File: config.mk
export PLATFORM = sky130hd
export DESIGN_NAME = alu_cmd_issue
export DESIGN_NICKNAME = d
export VERILOG_FILES = /design/src/rtl/alu_cmd_issue.sv
export SDC_FILE = /design/constraint.sdc
export NUM_CORES = 1
export LEC_CHECK = 0
export CORE_MARGIN = 2
export CORE_UTILIZATION = 54
export DETAILED_ROUTE_END_ITERATION = 6
export PLACE_DENSITY = 0.79
export SLEW_MARGIN = 20
export SYNTH_ARGS = -nofsm -noshare
export SYNTH_HDL_FRONTEND = slang
export SYNTH_SLANG_ARGS = --single-unit
File: constraint.sdc
create_clock -name clk -period 2.8 [get_ports clk]
set_input_delay 0.56 -clock clk [delete_from_list [all_inputs] [get_ports clk]]
set_output_delay 0.56 -clock clk [all_outputs]
set_load 0.02 [all_outputs]
File: src/rtl/alu_cmd_issue.sv
// alu_cmd_issue: command front-end for the n-bit combinational ALU.
// It queues commands in a small FIFO, drives registered ALU inputs, and
// captures the result one cycle later with flags. The result is presented
// on a valid/ready output. An accumulator lets operand A chain from the
// previous result.
module alu_cmd_issue #(
    parameter int N     = 4,
    parameter int DEPTH = 4
) (
    input  logic         clk,
    input  logic         rst_n,
    input  logic         cmd_valid,
    output logic         cmd_ready,
    input  logic [2:0]   cmd_op,
    input  logic         cmd_use_acc,
    input  logic [N-1:0] cmd_a,
    input  logic [N-1:0] cmd_b,
    output logic [N-1:0] alu_a,
    output logic [N-1:0] alu_b,
    output logic [2:0]   alu_sel,
    output logic         alu_ctrl,
    input  logic [N-1:0] alu_y,
    input  logic         alu_cout,
    output logic         res_valid,
    input  logic         res_ready,
    output logic [N-1:0] res_y,
    output logic         res_carry,
    output logic         res_zero,
    output logic         res_neg
);

    localparam int AW = (DEPTH > 1) ? $clog2(DEPTH) : 1;
    localparam int CW = $clog2(DEPTH + 1);

    localparam logic [2:0] OP_SUB = 3'b001;

    typedef struct packed {
        logic [2:0]   op;
        logic         use_acc;
        logic [N-1:0] a;
        logic [N-1:0] b;
    } cmd_t;

    typedef enum logic [1:0] {
        IDLE  = 2'd0,
        DRIVE = 2'd1,
        WAIT  = 2'd2
    } state_t;

    // ---------------- command FIFO ----------------
    // The FIFO is tiny, so the head is read combinationally. The FSM can then
    // pop and load the ALU registers in the same edge.
    cmd_t            fifo_mem [DEPTH];
    logic [AW-1:0]   wr_ptr_q, wr_ptr_d;
    logic [AW-1:0]   rd_ptr_q, rd_ptr_d;
    logic [CW-1:0]   count_q, count_d;
    logic            push;
    logic            pop;
    logic            fifo_empty;
    cmd_t            head;
    cmd_t            cmd_in;

    state_t          state_q;
    logic [N-1:0]    acc_q;
    logic [N-1:0]    alu_a_q, alu_b_q;
    logic [2:0]      alu_sel_q;
    logic            alu_ctrl_q;
    logic            res_valid_q;
    logic [N-1:0]    res_y_q;
    logic            res_carry_q, res_zero_q, res_neg_q;

    assign fifo_empty = (count_q == '0);
    assign cmd_ready  = (count_q != CW'(DEPTH));
    assign push       = cmd_valid && cmd_ready;
    assign pop        = (state_q == IDLE) && !fifo_empty;
    assign head       = fifo_mem[rd_ptr_q];

    assign cmd_in.op      = cmd_op;
    assign cmd_in.use_acc = cmd_use_acc;
    assign cmd_in.a       = cmd_a;
    assign cmd_in.b       = cmd_b;

    // Next-state for FIFO pointers and occupancy. Pointers wrap naturally
    // because DEPTH is a power of two.
    always_comb begin
        wr_ptr_d = wr_ptr_q;
        rd_ptr_d = rd_ptr_q;
        count_d  = count_q;
        if (push) begin
            wr_ptr_d = wr_ptr_q + AW'(1);
        end
        if (pop) begin
            rd_ptr_d = rd_ptr_q + AW'(1);
        end
        case ({push, pop})
            2'b10:   count_d = count_q + CW'(1);
            2'b01:   count_d = count_q - CW'(1);
            default: count_d = count_q;
        endcase
    end

    // FIFO storage write; contents need no reset since occupancy gates reads.
    always_ff @(posedge clk) begin
        if (push) begin
            fifo_mem[wr_ptr_q] <= cmd_in;
        end
    end

    // FIFO pointer and occupancy registers; reset discards queued commands.
    always_ff @(posedge clk) begin
        if (!rst_n) begin
            wr_ptr_q <= '0;
            rd_ptr_q <= '0;
            count_q  <= '0;
        end else begin
            wr_ptr_q <= wr_ptr_d;
            rd_ptr_q <= rd_ptr_d;
            count_q  <= count_d;
        end
    end

    // ---------------- issue / capture FSM ----------------
    // Only one command is in flight at a time. A use_acc command therefore
    // always sees the result of the command immediately before it.
    always_ff @(posedge clk) begin
        if (!rst_n) begin
            state_q     <= IDLE;
            acc_q       <= '0;
            alu_a_q     <= '0;
            alu_b_q     <= '0;
            alu_sel_q   <= '0;
            alu_ctrl_q  <= 1'b0;
            res_valid_q <= 1'b0;
            res_y_q     <= '0;
            res_carry_q <= 1'b0;
            res_zero_q  <= 1'b0;
            res_neg_q   <= 1'b0;
        end else begin
            case (state_q)
                IDLE: begin
                    if (!fifo_empty) begin
                        alu_a_q    <= head.use_acc ? acc_q : head.a;
                        alu_b_q    <= head.b;
                        alu_sel_q  <= head.op;
                        alu_ctrl_q <= (head.op == OP_SUB);
                        state_q    <= DRIVE;
                    end
                end
                DRIVE: begin
                    // The ALU settled during this cycle, so capture it now.
                    // The carry is only meaningful for add/sub (ops 000 and 001).
                    res_y_q     <= alu_y;
                    acc_q       <= alu_y;
                    res_carry_q <= (alu_sel_q[2:1] == 2'b00) ? alu_cout : 1'b0;
                    res_zero_q  <= (alu_y == '0);
                    res_neg_q   <= alu_y[N-1];
                    res_valid_q <= 1'b1;
                    state_q     <= WAIT;
                end
                WAIT: begin
                    if (res_ready) begin
                        res_valid_q <= 1'b0;
                        state_q     <= IDLE;
                    end
                end
                default: begin
                    state_q <= IDLE;
                end
            endcase
        end
    end

    assign alu_a     = alu_a_q;
    assign alu_b     = alu_b_q;
    assign alu_sel   = alu_sel_q;
    assign alu_ctrl  = alu_ctrl_q;
    assign res_valid = res_valid_q;
    assign res_y     = res_y_q;
    assign res_carry = res_carry_q;
    assign res_zero  = res_zero_q;
    assign res_neg   = res_neg_q;

endmodule

Yosys cells after proc, flatten, opt, wreduce, memory -nomap -nowiden
Memories as Yosys holds them, arrays and structs flattened. A register that Yosys moved wholly into a read port is not among the register bits.
Index checks and enable logic that the tools add are counted.
{"block": "word_totals", "ff_bits": 29, "ram_bits": 48, "memories": 1}
{"block": "classes", "addsub": 4, "n_eq_ne": 8, "n_mux": 12, "bitwise_logic": 1, "n_reduce_logical": 12}
{"memory": "fifo_mem", "depth": 4, "width": 12, "read_ports": 1, "rd_ports_with_merged_regs": 1, "write_ports": 1, "line_no": "53", "text": "cmd_t fifo_mem [DEPTH];"}
{"op": "2-bit two-way mux", "count": 4}
{"op": "2-bit one-hot mux with 3 select lines", "count": 1}
{"op": "3-bit one-hot mux with 2 select lines", "count": 1}
{"op": "2-bit AND reduction", "count": 3}
{"op": "2-bit by 1-bit adder with 2-bit output (second input constant)", "count": 2}
{"op": "2-bit by 1-bit equality test with 1-bit output (second input constant)", "count": 2}
{"op": "2-bit equality test (second input constant)", "count": 2}
{"op": "2-bit logical NOT", "count": 2}
{"op": "4-bit logical NOT", "count": 1}
{"op": "1-bit two-way mux", "count": 4}
{"op": "4-bit two-way mux", "count": 1}
{"op": "2-bit != test (second input constant)", "count": 2}
{"op": "2-bit nonzero test", "count": 2}
{"op": "3-bit by 1-bit adder with 3-bit output (second input constant)", "count": 1}
{"op": "3-bit by 1-bit equality test with 1-bit output (second input constant)", "count": 1}
{"op": "3-bit logical NOT", "count": 1}
{"op": "3-bit != test (second input constant)", "count": 1}
{"op": "3-bit by 1-bit subtractor with 3-bit output (second input constant)", "count": 1}
{"op": "1-bit logical AND", "count": 2}
{"op": "1-bit one-hot mux with 2 select lines", "count": 1}
{"op": "1-bit logical NOT", "count": 1}
{"op": "1-bit inverter", "count": 1}

Longest topological paths before layout
{"block": "logic_depth", "word_depth": 5, "ltp_mapped": 9, "ltp_nobuf": 8}

Worst setup path after synthesis
Ideal clock, no wire load.
{"block": "synth_path", "kind": "reg-to-reg", "from": "register state_q[1]", "to": "register count_q[2]", "setup_time_ns": 0.070, "arrival_time_ns": 2.286, "t_required_ns": 2.730, "path_slack_ns": 0.443, "stages_incl_launch_ff": 10, "path_buffers": 1, "period_less_slack_ns": 2.357, "cell_sequence": "dfxtp_1 -> or2_2 -> clkbuf_1 -> nor2_1 -> ha_1 -> inv_1 -> fa_1 -> xor2_1 -> or3_1 -> a21oi_1"}
{"block": "synth_between", "elab_chain_cells": 4, "word_cells_on_any_way": 6, "classes_between": "2 x eq/ne; 1 x mux; 3 x reduce/logical"}
{"element": "from (decl)", "line_no": "63", "text": "state_t state_q;"}
{"element": "from (signal assigned)", "line_no": "127", "text": "state_q <= IDLE;"}
{"element": "from (signal assigned)", "line_no": "146", "text": "state_q <= DRIVE;"}
{"element": "from (signal assigned)", "line_no": "158", "text": "state_q <= WAIT;"}
{"element": "2-bit logical NOT (*)", "line_no": "75", "text": "assign pop = (state_q == IDLE) && !fifo_empty;"}
{"element": "1-bit logical AND (*)", "line_no": "75"}
{"element": "via pop", "line_no": "58", "text": "logic pop;"}
{"element": "2-bit by 1-bit equality test with 1-bit output or 2-bit equality test (tied branches)", "line_no": "95", "text": "case ({push, pop})"}
{"element": "3-bit one-hot mux with 2 select lines or 2-bit nonzero test (tied branches)"}
{"element": "to (signal assigned)", "line_no": "118", "text": "count_q <= count_d;"}
{"element": "to (decl)", "line_no": "56", "text": "logic [CW-1:0] count_q, count_d;"}
The timed path passes the listed nets; every way through them passes the cells marked *.
A chain may end at the register's enable or synchronous reset.

Worst setup path after layout
{"block": "layout_path", "from": "register count_q[2]", "to": "output port cmd_ready"}
{"block": "layout_between", "elab_chain_cells": 1}
{"element": "3-bit != test", "line_no": "73", "text": "assign cmd_ready = (count_q != CW'(DEPTH));"}
{"element": "to (decl)", "line_no": "13", "text": "output logic cmd_ready,"}
No other way between the ends.

==> results by group <==
Outcome
  • Status: completed

Clocking
  • Clock latency on the worst-skew pair: 340 ps
  • CTS Sinks: 78
  • Inserted Clock Buffers: 9
  • Clk root buf: clkbuf_8
  • # hold bufs at CTS: 0
  • Post-CTS setup buffer count: 0
  • Worst-path clk slew: 70 ps
  • CTS max path bufs: 2
  • CTS resizes: 0
  • CTS tree: yes
  • H-tree Lvls: 3

Floorplan
  • Cell row count: 27
  • I/O pins: 42
  • DIE HEIGHT: 79.4 um
  • Area of the core: 0.00551 mm^2
  • DIE WIDTH: 79.4 um
  • Die area: 0.00630 mm^2
  • Initial Utilization: 55.7%

Finish
  • Synth-to-Final Area Change: 21.1%
  • Final net count: 286
  • # diodes: 0
  • Share of layout cells above drive strength 1: 9.47%
  • Filler cells: 402

STA
  • Unrepaired setup endpoints after global routing: no
  • Fin crit share: 86.1%
  • Fin. max-slew vios: 0
  • Fmax: 415 MHz
  • Max-slew headroom: 55.1%
  • Fin crit period: 2410 ps
  • Worst-Margin Slew: 673 ps
  • Setup TNS: 0 ps
  • Final hold viol count: 0
  • Skew final: 5.61 ps
  • Final setup viols: 0

GRT
  • GRT Overall Usage: 18.5%
  • Largest net degree at the start of global routing: 19
  • Vias in the first global route: 1753
  • Initial antenna violation count: 0
  • First-pass GRT wire length: 8480 um
  • Grt total ovfl: 0

Worst setup path
  • Critical path class: reg2out
  • WP data required: 2240 ps
  • CP Data Arrival Time: 1850 ps
  • Slowest cell delay on critical path: 580 ps
  • CP endpoint kind: primary output
  • Critical Path Fanout Max: 10
  • CP cell instances: or3b_2 -> clkdlybuf4s50_1
  • Crit path max-delay cell type: clkdlybuf4s50_1
  • Critical Path Start Type: register

Yosys
  • Post-synth EDFFs: 48
  • Post-Syn Area: 0.00307 mm^2
  • Top cells by area, synth: edfxtp_1 47%, dfxtp_1 20%, mux4_1 8.6%
  • Mean Syn Cell Area: 14.5 um^2
  • Gate Count Post-Synth: 212
  • Sequential area share after synthesis: 66.6%
  • Share of the synthesized area in the top cell type: 47.0%
  • Primary FF master, synth: edfxtp_1
  • Synthesis-stage register bit count: 78
  • Synth unique cells: 35
  • Synth area leader: edfxtp_1
  • Synth warn: 0
  • Post-synth ARST share: 0%
  • Nets in the synthesized netlist: 239

Drt
  • Routed WL per cell: 15.4 um
  • Final WL: 5160 um
  • Vias per inst: 5.42
  • Routed Antenna Nets: 0
  • Routed vias: 1820
  • Starting DRT DRC Count: 90
  • Initial DRT Pass Iterations: 5
  • DRC errors left: 0

Place
  • Detail Placement HPWL: 3490 um
  • Number of port buffers: 41
  • GPL Wtd Cong: 0.717

Power and ir drop
  • Power, Total: 3.47 mW
  • Sequential share of power: 45.4%
  • P_int: 2.32 mW
  • Pwr dens: 935 mW/mm^2
  • Worst ir drop on vdd: 455 uV
  • Sw frac: 33.3%
  • Combinational power share: 35.3%
  • Leak: 1.29 nW
  • Net switching power: 1.16 mW
  • Clock power share: 19.3%

Worst hold path
  • Worst hold path class: reg2reg

Job
  • Total of max-cap violations: 0
area by class of cell:
cell class | instances | area [um^2] | share of cell area (%)
inverters | 8 | 30.0 | 0.808
clock inverters | 6 | 28.8 | 0.775
clock buffers | 10 | 128 | 3.44
repair buffers | 47 | 455 | 12.3
flip-flops and latches | 78 | 2040 | 55.0
well taps | 72 | 90.1 | 2.43
multi-input cells | 115 | 941 | 25.3
power groups by stage:
stage	Combinational (mW)	Clock (mW)	Sequential, mW
2_1_floorplan	0.747	0	1.65
3_3_place_gp	1.20	0	1.60
3_5_place_dp	1.23	0	1.60
4_1_cts	1.23	0.695	1.58
5_1_grt	1.35	0.743	1.61
6_report	1.23	0.672	1.58
critical path: cells and delay by family (launching register included):
kind / cells / cell delay (ps)
buffers and inverters: 1 / 580
and+or+nand+nor: 1 / 560
DFF: 1 / 380
logic make-up after synthesis:
group	count (synthesis)	synth area share, %
flops	78	66.6
simple gates	48	8.12
compound gates	43	7.96
buf+inv	19	2.73
mux	16	11.3
fa+ha+maj	6	2.69
xor+xnor	2	0.571
Yosys cell counts, drive strengths merged, types with 4 or more instances:
cell type and n:
nand2 13, and3 4, a211oi 4, mux4 12, a21oi 25, ha 5
nand3 12, mux2i 4, o21ai 10, dfxtp 30, inv 7, buf 5
nor2 7, edfxtp 48, clkbuf 6
sequential cells by signal, indices dropped and copies added (netlist names), 2 cells and up, named ones only:
name	cells
rd_ptr_q	2
state_q	2
alu_b	4
wr_ptr_q	2
fifo_mem	48
count_q	3
alu_sel	3
alu_a	4
res_y	4
per-layer routing:
layer | track usage (%) | up-vias | wire length, um
met5 | 0 | - | 0
met4 | 8.28 | 0 | 76
met3 | 5.45 | 5 | 298
met2 | 28.9 | 58 | 2500
met1 | 24.1 | 862 | 2290
li1 | - | 895 | -
final timing paths:
path | from | to | slack [ps] | cells after the start
hold reg to reg | res_zero | res_zero | 470 | 2
setup / recovery | count_q[2] | cmd_ready | 390 | 2
setup reg to reg | count_q[2] | count_q[2] | 440 | 8
hold / removal | res_zero | res_zero | 470 | 2
per-stage QoR:
step	setup WS (ps)	cell area [um^2]	instances	hold slack, ps	util, %
2_1_floorplan	443	3070	212	453	-
3_3_place_gp	348	3560	320	442	64.6
3_5_place_dp	292	3560	320	462	64.6
4_1_cts	367	3710	336	473	67.5
5_1_grt	286	3710	336	501	67.5
6_report	389	3710	336	466	67.5
cell usage in the layout, fill, tap and decap left out, drive strengths merged, types with 5 or more instances in the layout:
cell / count
nand3: 12
clkinv: 6
nand2: 13
nor2: 7
buf: 6
dfxtp: 30
o21ai: 10
edfxtp: 48
inv: 7
ha: 5
a21oi: 25
clkbuf: 10
mux4: 12
clkdlybuf4s50: 41
Note: power is estimated with default switching activity, not from simulation.
